### src/rtl/reg_file_ctrl.sv
// reg_file_ctrl: byte-serial command sequencer driving the register-file port and returning read data to TX.
// Optional: define REG_CTRL_TIMEOUT_EN to abort partial frames after TIMEOUT_CYCLES idle cycles.
module reg_file_ctrl #(
  parameter int DATAWIDTH = 8,
  parameter int ADDR = 4,
  parameter logic [DATAWIDTH-1:0] WR_CMD = 8'hAA,
  parameter logic [DATAWIDTH-1:0] RD_CMD = 8'hBB,
  parameter int TIMEOUT_CYCLES = 1024
) (
  input  logic                 CLK,
  input  logic                 RST,
  input  logic [DATAWIDTH-1:0] RX_P_DATA,
  input  logic                 RX_D_VLD,
  output logic [ADDR-1:0]      Address,
  output logic                 WrEn,
  output logic                 RdEn,
  output logic [DATAWIDTH-1:0] WrData,
  input  logic [DATAWIDTH-1:0] RdData,
  input  logic                 RdData_Valid,
  output logic [DATAWIDTH-1:0] TX_P_DATA,
  output logic                 TX_D_VLD,
  input  logic                 TX_Busy,
  output logic                 Cmd_Err
);

  typedef enum logic [2:0] {IDLE, WR_ADDR, WR_DATA, RD_ADDR, RD_WAIT, TX_SEND} state_t;

  state_t     state;
  logic [2:0] wait_cnt;

`ifdef REG_CTRL_TIMEOUT_EN
  localparam int TW = $clog2(TIMEOUT_CYCLES);
  logic [TW-1:0] to_cnt;
  logic          in_frame;
  logic          to_hit;
  assign in_frame = (state == WR_ADDR) || (state == WR_DATA) || (state == RD_ADDR);
  assign to_hit   = in_frame && !RX_D_VLD && (to_cnt == TW'(TIMEOUT_CYCLES - 1));
`endif

  // Frame parser, strobe generation, read-response wait and TX handshake; all outputs registered.
  always_ff @(posedge CLK or negedge RST) begin
    if (!RST) begin
      state     <= IDLE;
      wait_cnt  <= '0;
      Address   <= '0;
      WrEn      <= 1'b0;
      RdEn      <= 1'b0;
      WrData    <= '0;
      TX_P_DATA <= '0;
      TX_D_VLD  <= 1'b0;
      Cmd_Err   <= 1'b0;
`ifdef REG_CTRL_TIMEOUT_EN
      to_cnt    <= '0;
`endif
    end else begin
      WrEn     <= 1'b0;
      RdEn     <= 1'b0;
      TX_D_VLD <= 1'b0;
      Cmd_Err  <= 1'b0;
      case (state)
        IDLE:
          if (RX_D_VLD) begin
            if (RX_P_DATA == WR_CMD) state <= WR_ADDR;
            else if (RX_P_DATA == RD_CMD) state <= RD_ADDR;
            else Cmd_Err <= 1'b1;
          end
        WR_ADDR:
          if (RX_D_VLD) begin
            Address <= RX_P_DATA[ADDR-1:0];
            state   <= WR_DATA;
          end
        WR_DATA:
          if (RX_D_VLD) begin
            WrData <= RX_P_DATA;
            WrEn   <= 1'b1;
            state  <= IDLE;
          end
        RD_ADDR:
          if (RX_D_VLD) begin
            Address  <= RX_P_DATA[ADDR-1:0];
            RdEn     <= 1'b1;
            wait_cnt <= '0;
            state    <= RD_WAIT;
          end
        // First RD_WAIT cycle is the RdEn cycle; give up after four more without a response.
        RD_WAIT:
          if (RdData_Valid) begin
            TX_P_DATA <= RdData;
            state     <= TX_SEND;
          end else if (wait_cnt == 3'd4) begin
            Cmd_Err <= 1'b1;
            state   <= IDLE;
          end else begin
            wait_cnt <= wait_cnt + 3'd1;
          end
        TX_SEND:
          if (!TX_Busy) begin
            TX_D_VLD <= 1'b1;
            state    <= IDLE;
          end
        default: state <= IDLE;
      endcase
`ifdef REG_CTRL_TIMEOUT_EN
      // Every entry into a timed state happens on an RX byte, so clearing on RX_D_VLD also covers entry.
      to_cnt <= (!in_frame || RX_D_VLD || to_hit) ? '0 : to_cnt + 1'b1;
      if (to_hit) begin
        Cmd_Err <= 1'b1;
        state   <= IDLE;
      end
`endif
    end
  end

endmodule

### config.mk
export PLATFORM = sky130hd
export DESIGN_NAME = reg_file_ctrl
export DESIGN_NICKNAME = d
export VERILOG_FILES = /design/src/rtl/reg_file_ctrl.sv
export SDC_FILE = /design/constraint.sdc
export NUM_CORES = 1
export LEC_CHECK = 0
export CORE_UTILIZATION = 44
export CTS_CLUSTER_SIZE = 12
export DETAILED_ROUTE_END_ITERATION = 16
export PLACE_DENSITY = 0.86
export SLEW_MARGIN = 30
export SYNTH_ARGS = -nofsm -noshare
export SYNTH_HDL_FRONTEND = slang
export SYNTH_SLANG_ARGS = --single-unit
### constraint.sdc
create_clock -name CLK -period 3.15 [get_ports CLK]
set_input_delay 0.315 -clock CLK [delete_from_list [all_inputs] [get_ports CLK]]
set_output_delay 0.315 -clock CLK [all_outputs]
set_load 0.02 [all_outputs]
## After elaboration in Yosys (flattened, before gate mapping)

Cells that the tools add are included.

- Bits in registers: 30
- Output and inout port bits: 24
- Word-level logic and storage cells: 59

- Add/sub/neg operators: 1
- Equal/unequal tests: 17
- Muxes and demuxes: 24
- Reduce and logical (&&, ||, !) cells: 8

Operators by type and width:

| cell | number |
|---|---|
| $mux W3 | 11 |
| $pmux W3 S6 | 1 |
| $eq A8 B8 Y1 const B | 2 |
| $ne A2 B2 Y1 const B | 7 |
| $mux W1 | 10 |
| $eq A3 B3 Y1 const B | 3 |
| $reduce_and A7 Y1 | 1 |
| $eq A3 B2 Y1 const B | 2 |
| $ne A3 B3 Y1 const B | 2 |
| $pmux W3 S2 | 1 |
| $reduce_and A2 Y1 | 3 |
| $reduce_and A4 Y1 | 1 |
| $add A3 B1 Y3 const B | 1 |
| $eq A3 B1 Y1 const B | 1 |
| $logic_not A3 Y1 | 1 |
| $pmux W1 S2 | 1 |
| $reduce_bool A2 Y1 | 1 |
| $reduce_or A2 Y1 | 1 |

## Logic depth before layout (Yosys ltp)

Gate-level depths: netlist of the first run.

- Depth in word-level cells: 5
- Gate-level depth with buffers: 5
- Gate-level depth less buffers: 5

## Worst setup path before layout of the first run

No wires, ideal clock.

- Kind: register to register
- From: register state[1]
- To: register TX_P_DATA[0]
- Data arrival time: 1.253 ns
- Required time: 3.025 ns
- Slack: 1.772 ns
- Cell stages (with the launch flop): 6
- Path buffers: 2
- Period minus slack after synthesis: 1.378 ns
- Path through: dfrtp_1 > buf_4 > nor2_2 > and3_1 > buf_6 > mux2_2

- Word-level cells in the longest chain between the ends: 2

RTL lines:

| item | RTL line | source |
|---|---|---|
| start: declaration | 28 | `state_t state;` |
| start signal: assignment | 43 | `state <= IDLE;` |
| start signal: assignment | 63 | `if (RX_P_DATA == WR_CMD) state <= WR_ADDR;` |
| start signal: assignment | 64 | `else if (RX_P_DATA == RD_CMD) state <= RD_ADDR;` |
| $eq A3 B3 Y1 | 60 | `case (state)` |
| $reduce_and A2 Y1 (no source line) | n/a |  |
| end signal: assignment | 88 | `TX_P_DATA <= RdData;` |
| end: declaration | 20 | `output logic [DATAWIDTH-1:0] TX_P_DATA,` |

No other way between the ends.
A chain may end at the register's enable or synchronous reset.

## Worst setup path after layout of the first run

- From: register state[2]
- To: register WrData[2]

- Word-level cells in the longest chain between the ends: 2

RTL lines:

| item | RTL line | source |
|---|---|---|
| $eq A3 B2 Y1 | 60 |  |
| $reduce_and A2 Y1 (no source line) | n/a |  |
| end signal: assignment | 48 | `WrData <= '0;` |
| end signal: assignment | 74 | `WrData <= RX_P_DATA;` |
| end: declaration | 17 | `output logic [DATAWIDTH-1:0] WrData,` |

No other way between the ends.

==> impl_metrics.json, run 1 <==
{
  "status": "finished with violations",
  "violations": "design-rule violations",
  "worstSetupStartpointType": "flop",
  "regArea_sq_um": 751,
  "synth_compound_area_share_pct": 7.82,
  "ctsHoldBuffers": 0,
  "period_share_pct": 52.9,
  "synth_seq_cells": 30,
  "worstSetupStartpoint": "state[2]",
  "final_common_cell": "clkdlybuf4s50_1",
  "portBuffers": 44,
  "clkLatencyLatePin_ns": 0.32,
  "grt_overflow": 0,
  "dr.pass1.iters": 10,
  "cts_setup_buffers": 0,
  "hp-class": "in -> async",
  "synth_area_sq_um": 1380,
  "vias": 991,
  "r2r_setup_slack_ns": 1.48,
  "worst_r2r_startpoint": "state[2]",
  "timing.rr.end": "WrData[2]",
  "core_sq_um": 2850,
  "totalPowerFinal_w": 0.00173,
  "maxCapViolations": 0,
  "routabilityCongestion": 0.794,
  "dieHeight_um": 57.9,
  "yosys.area_share.adder_pct": 1.82,
  "maxSlewViolCount": 0,
  "synth_ff_type": "dfrtp_1",
  "critPathCaptureType": "flop",
  "tritoncts": "yes",
  "cp_num_buf_inv": 0,
  "grt_start_max_net_pins": 31,
  "io_pins": 45,
  "slowest_delay_ns": 0.61,
  "synthSimpleGateAreaFrac_pct": 14.0,
  "cts.repair.resized": 0,
  "h-tree-depth": 2,
  "leakage_nw": 0.802,
  "grt_pass1_vias": 988,
  "yosysWarnings": 0,
  "hpwl_um": 1980,
  "period_needed_ns": 1.67,
  "place_inst": 170,
  "clkTransAtPathRegs_ns": 0.09,
  "cp_slowest_cell": "and4bb_1",
  "antenna_left": 0,
  "wl_per_cell_um": 15.0,
  "cts_buffers": 5,
  "drive_gt1_share_pct": 20.7,
  "finClkSkew_ns": 0.0101,
  "finalSetupTns_ns": 0,
  "drtIter0Drc": 13,
  "synthMuxAreaShare_pct": 16.4,
  "antenna_found_initial": 0,
  "critPathKind": "reg -> reg",
  "clockRootBuffer": "clkbuf_4",
  "relSlewSlack_pct": 69.1,
  "synth_edf_count": 0,
  "final_nets": 169,
  "crit_family": "simple AND/OR/NAND/NOR gates",
  "synth_top_family_by_area": "multiplexers",
  "cp.required_ns": 3.35,
  "p_per_area_nw_per_um2": 933,
  "finalSetupViolCount": 0,
  "start_util_pct": 48.2,
  "clockBufferDepth": 2,
  "crit_fanout": 18,
  "tightest_slew_ns": 0.463,
  "fill_cells": 232,
  "synthCells": 102,
  "rsz0062_at_grt": "false",
  "drt-total-wl_um": 2640,
  "fp.dieW_um": 57.9,
  "r2r_cells": 2,
  "synth_nets": 125,
  "area_growth_pct": 34.8,
  "ys_seq_area_share_pct": 54.5,
  "syn_avg_cell_area_sq_um": 13.5,
  "fmax_ghz": 0.600,
  "multiInputGateArea_sq_um": 559,
  "finalHoldViolCount": 0,
  "drc": 4,
  "numClockSinks": 30,
  "row_count": 19,
  "n_antenna_cell": 0,
  "grtUsageTotal_pct": 18.1,
  "final_area_sq_um": 1860,
  "placed_area_sq_um": 1800,
  "final_cell_mix": "44 x clkdlybuf4s50_1, 30 x dfrtp_1, 20 x mux2_2, 5 x clkbuf_4",
  "fin_cells": 176,
  "arrival_ns": 1.87,
  "cp_cell_sequence": "and4bb_1 -> mux2_2",
  "via_per_inst": 5.63,
  "grt_pass1_wl_um": 4450,
  "synth-xor-area-share_pct": 0.636,
  "peakVddDrop_mv": 0.654,
  "async_flop_share_pct": 100,
  "ys_types": 38,
  "die_area_sq_um": 3360
}
[stage by stage]
step	utilization [%]	setup slack, ns	hold WS [ns]
final	65.0	1.48	0.379
after floorplan	-	1.77	0.0194
after global routing	65.0	1.39	0.403
after CTS	65.0	1.48	0.382
after global placement	63.2	1.26	0.488
after detailed placement	63.2	1.19	0.494
[power by group]
part	internal, W	total (W)	switching [W]
clock	0.000100	0.000215	0.000114
combinational	0.000455	0.000831	0.000375
sequential	0.000554	0.000686	0.000132
total	0.00111	0.00173	0.000621
[flip-flops by register name, indices dropped and copies added (netlist names)]
signal     cells
wait_cnt       3
RdEn           1
TX_P_DATA      8
WrData         8
TX_D_VLD       1
WrEn           1
Cmd_Err        1
Address        4
state          3
[Yosys cell counts (all sizes together) (2+ instances only)]
cell type | instances | area [sq um]
o21ai | 2 | 10.0
nand2 | 2 | 7.51
a21o | 2 | 15.0
mux2 | 20 | 225
nor2b | 2 | 12.5
dfrtp | 30 | 751
and3 | 2 | 12.5
buf | 7 | 55.1
inv | 2 | 7.51
nor3 | 2 | 10.0
ha | 2 | 25.0
nor2 | 4 | 17.5
and4b | 3 | 30.0
[how the worst max path moves through the flow]
stage                        end  cells after the start  slack (ns)
floorplan           TX_P_DATA[0]                      5        1.77
global placement       WrData[7]                      3        1.26
detailed placement     WrData[2]                      3        1.19
CTS                    WrData[3]                      2        1.48
global route           WrData[4]                      2        1.39
finish                 WrData[2]                      2        1.48
[metal layers]
layer,vias to the layer above,track usage [%],routed length (um)
met5,-,0,0
met4,0,8.16,40
met3,6,5.36,187
met2,42,30.9,1340
met1,479,21.2,1070
li1,464,-,-
[final cells by class]
class,count,share of cell area (%)
flip-flops and latches,30,40.5
multi-input cells,62,30.1
repair buffers,45,24.1
clock buffers,6,2.76
well taps,31,2.09
inverters,2,0.405
[worst reg2reg max path: stages (launching register included)]
cell	delay, ns
dfrtp_1	0.56
and4bb_1	0.61
mux2_2	0.39
[logic make-up (layout without fill, tap and decap cells)]
| family | count (synthesis) | after routing |
|---|---|---|
| AOI/OAI and AO/OA | 13 | 13 |
| xor gates and xnor gates | 1 | 1 |
| and+or+nand+nor | 26 | 26 |
| adders and majority gates | 2 | 2 |
| DFF | 30 | 30 |
| muxes | 20 | 20 |
| buffers and inverters | 10 | 53 |
Note: power is estimated with default switching activity, not from simulation.
==> run 2: changes to the inputs <==
--- a/config.mk
+++ b/config.mk
@@ -5,10 +5,10 @@
 export SDC_FILE = /design/constraint.sdc
 export NUM_CORES = 1
 export LEC_CHECK = 0
-export CORE_UTILIZATION = 44
+export CORE_UTILIZATION = 41
 export CTS_CLUSTER_SIZE = 12
 export DETAILED_ROUTE_END_ITERATION = 16
-export PLACE_DENSITY = 0.86
+export PLACE_DENSITY = 0.84
 export SLEW_MARGIN = 30
 export SYNTH_ARGS = -nofsm -noshare
 export SYNTH_HDL_FRONTEND = slang
==> constraint.sdc (replaced) <==
create_clock -name CLK -period 1.45 [get_ports CLK]
set_input_delay 0.145 -clock CLK [delete_from_list [all_inputs] [get_ports CLK]]
set_output_delay 0.145 -clock CLK [all_outputs]
set_load 0.02 [all_outputs]
==> run 2 against run 1 <==
  * The run now ends clean
  * Setup slack lost 1.4 ns
  * Wire length grew 14%
  * Clock power grew to 2.9 times the previous value
  * Hold slack lost 0.19 ns
  * Total power grew 140%
  * Flip-flop and latch count is the same
  * Fmax grew 18%
  * Register-to-register slack lost 1.4 ns
  * Clock skew shrank 0.0042 ns
  * Global-route usage grew 0.96 points
  * Sequential power grew 110%
  * Highest routed layer unchanged
==> impl_metrics.json, run 2 (synthesis results as in run 1) <==
{
  "regArea_sq_um": 754,
  "grt_overflow": 0,
  "cp_cell_sequence": "and4bb_1 -> buf_6 -> mux2_2",
  "maxSlewViolCount": 0,
  "cp_slowest_cell": "dfrtp_2",
  "dieHeight_um": 59.9,
  "start_util_pct": 44.0,
  "drive_gt1_share_pct": 35.2,
  "relSlewSlack_pct": 75.5,
  "hpwl_um": 2160,
  "clkTransAtPathRegs_ns": 0.09,
  "dr.pass1.iters": 4,
  "finalSetupTns_ns": 0,
  "clkPwrFrac_pct": 15.1,
  "grt_pass1_wl_um": 4860,
  "drt-total-wl_um": 3000,
  "maxCapViolations": 0,
  "clkLatencyLatePin_ns": 0.33,
  "numClockSinks": 30,
  "cellInternalPower_w": 0.00262,
  "period_share_pct": 97.1,
  "crit_fanout": 10,
  "switchingPower_w": 0.00146,
  "hp-class": "in -> async",
  "tritoncts": "yes",
  "die_area_sq_um": 3590,
  "via_per_inst": 5.11,
  "fill_cells": 249,
  "drtIter0Drc": 16,
  "clockBufferDepth": 2,
  "h-tree-depth": 2,
  "finalHoldViolCount": 0,
  "final_cell_mix": "27 x dfrtp_1, 21 x clkdlybuf4s50_1, 20 x mux2_2, 18 x dlymetal6s2s_1, 14 x buf_4",
  "pwr-share-seq_pct": 35.9,
  "period_needed_ns": 1.41,
  "finalSetupViolCount": 0,
  "worstSetupStartpointType": "flop",
  "p_per_area_nw_per_um2": 1930,
  "portBuffers": 44,
  "critPathKind": "reg -> reg",
  "top_regs": "TX_P_DATA (8), WrData (8), Address (4)",
  "combPwrFrac_pct": 49.1,
  "final_area_sq_um": 2120,
  "final_common_cell": "dfrtp_1",
  "fin_ws_ns": 0.0418,
  "fp.dieW_um": 59.9,
  "grt_pass1_vias": 1090,
  "grtUsageTotal_pct": 19.1,
  "grt_start_max_net_pins": 31,
  "cp.required_ns": 1.67,
  "final_nets": 187,
  "core_sq_um": 3130,
  "arrival_ns": 1.63,
  "peakVddDrop_mv": 1.15,
  "slowest_delay_ns": 0.49,
  "r2r_setup_slack_ns": 0.04,
  "clockRootBuffer": "clkbuf_4",
  "drc": 0,
  "io_pins": 45,
  "leakage_nw": 1.13,
  "n_antenna_cell": 0,
  "place_ws_ns": -0.0628,
  "critPathCaptureType": "flop",
  "routabilityCongestion": 0.877,
  "antenna_found_initial": 0,
  "antenna_left": 0,
  "placed_area_sq_um": 1940,
  "finClkSkew_ns": 0.00596,
  "fmax_ghz": 0.710,
  "multiInputGateArea_sq_um": 582,
  "vias": 1068,
  "cts_buffers": 5,
  "tightest_slew_ns": 0.367,
  "row_count": 20,
  "p_sw_share_pct": 35.8,
  "status": "completed",
  "wl_per_cell_um": 14.3,
  "area_growth_pct": 54.1
}
run 2: worst paths after layout:
kind | start | end | cells past startpoint
max reg2reg | state[2] | WrData[3] | 3
max in group asynchronous | RST | state[2] | 2
min reg2reg | Address[3] | Address[3] | 1
max | state[2] | WrData[3] | 3
min | RST | WrData[6] | 2
min in group CLK | TX_Busy | TX_D_VLD | 2
run 2: routing by layer:
| metal | vias to the layer above | share of wire, % | wire (um) | track usage, % |
|---|---|---|---|---|
| li1 | 500 | - | - | - |
| met1 | 521 | 40 | 1180 | 20.6 |
| met2 | 45 | 52 | 1570 | 34.3 |
| met3 | 2 | 7.8 | 233 | 7.79 |
| met4 | 0 | 0.43 | 13 | 4.98 |
| met5 | - | 0 | 0 | 0 |
run 2: power groups by stage:
stage	clock network [W]	registers (W)	logic, W
2_1_floorplan	0	0.00177	0.000781
3_3_place_gp	0	0.00145	0.00192
3_5_place_dp	0	0.00148	0.00198
4_1_cts	0.000624	0.00147	0.00195
5_1_grt	0.000681	0.00151	0.00215
6_report	0.000615	0.00147	0.00200
run 2: per-stage QoR:
| step | utilization, % | power (W) | cells | hold WS, ns |
|---|---|---|---|---|
| finish | 67.8 | 0.00409 | 209 | 0.185 |
| global placement | 62.0 | 0.00337 | 197 | 0.488 |
| global route | 67.8 | 0.00434 | 209 | 0.215 |
| floorplan | - | 0.00255 | 102 | -0.151 |
| CTS | 64.4 | 0.00404 | 205 | 0.206 |
| detailed placement | 62.0 | 0.00346 | 197 | 0.493 |
run 2: area by class of cell:
class	count	share of cell area, %
sequential	30	35.6
timing repair buffer	63	30.3
multi-input combinational	62	27.4
clock buffer	8	3.72
tap	44	2.60
inverter	2	0.354
run 2: critical path: cells and delay by family (launching register included):
kind | cells | cell delay, ns
muxes | 1 | 0.34
buffers and inverters | 1 | 0.15
and+or+nand+nor | 1 | 0.32
DFF | 1 | 0.49
run 2: timing repair:
item,in CTS,in global routing
setup buffers,0,4
gates resized for setup,7,29
hold buffers,0,0
endpoints found under the setup margin,23,37
pin swaps,0,2
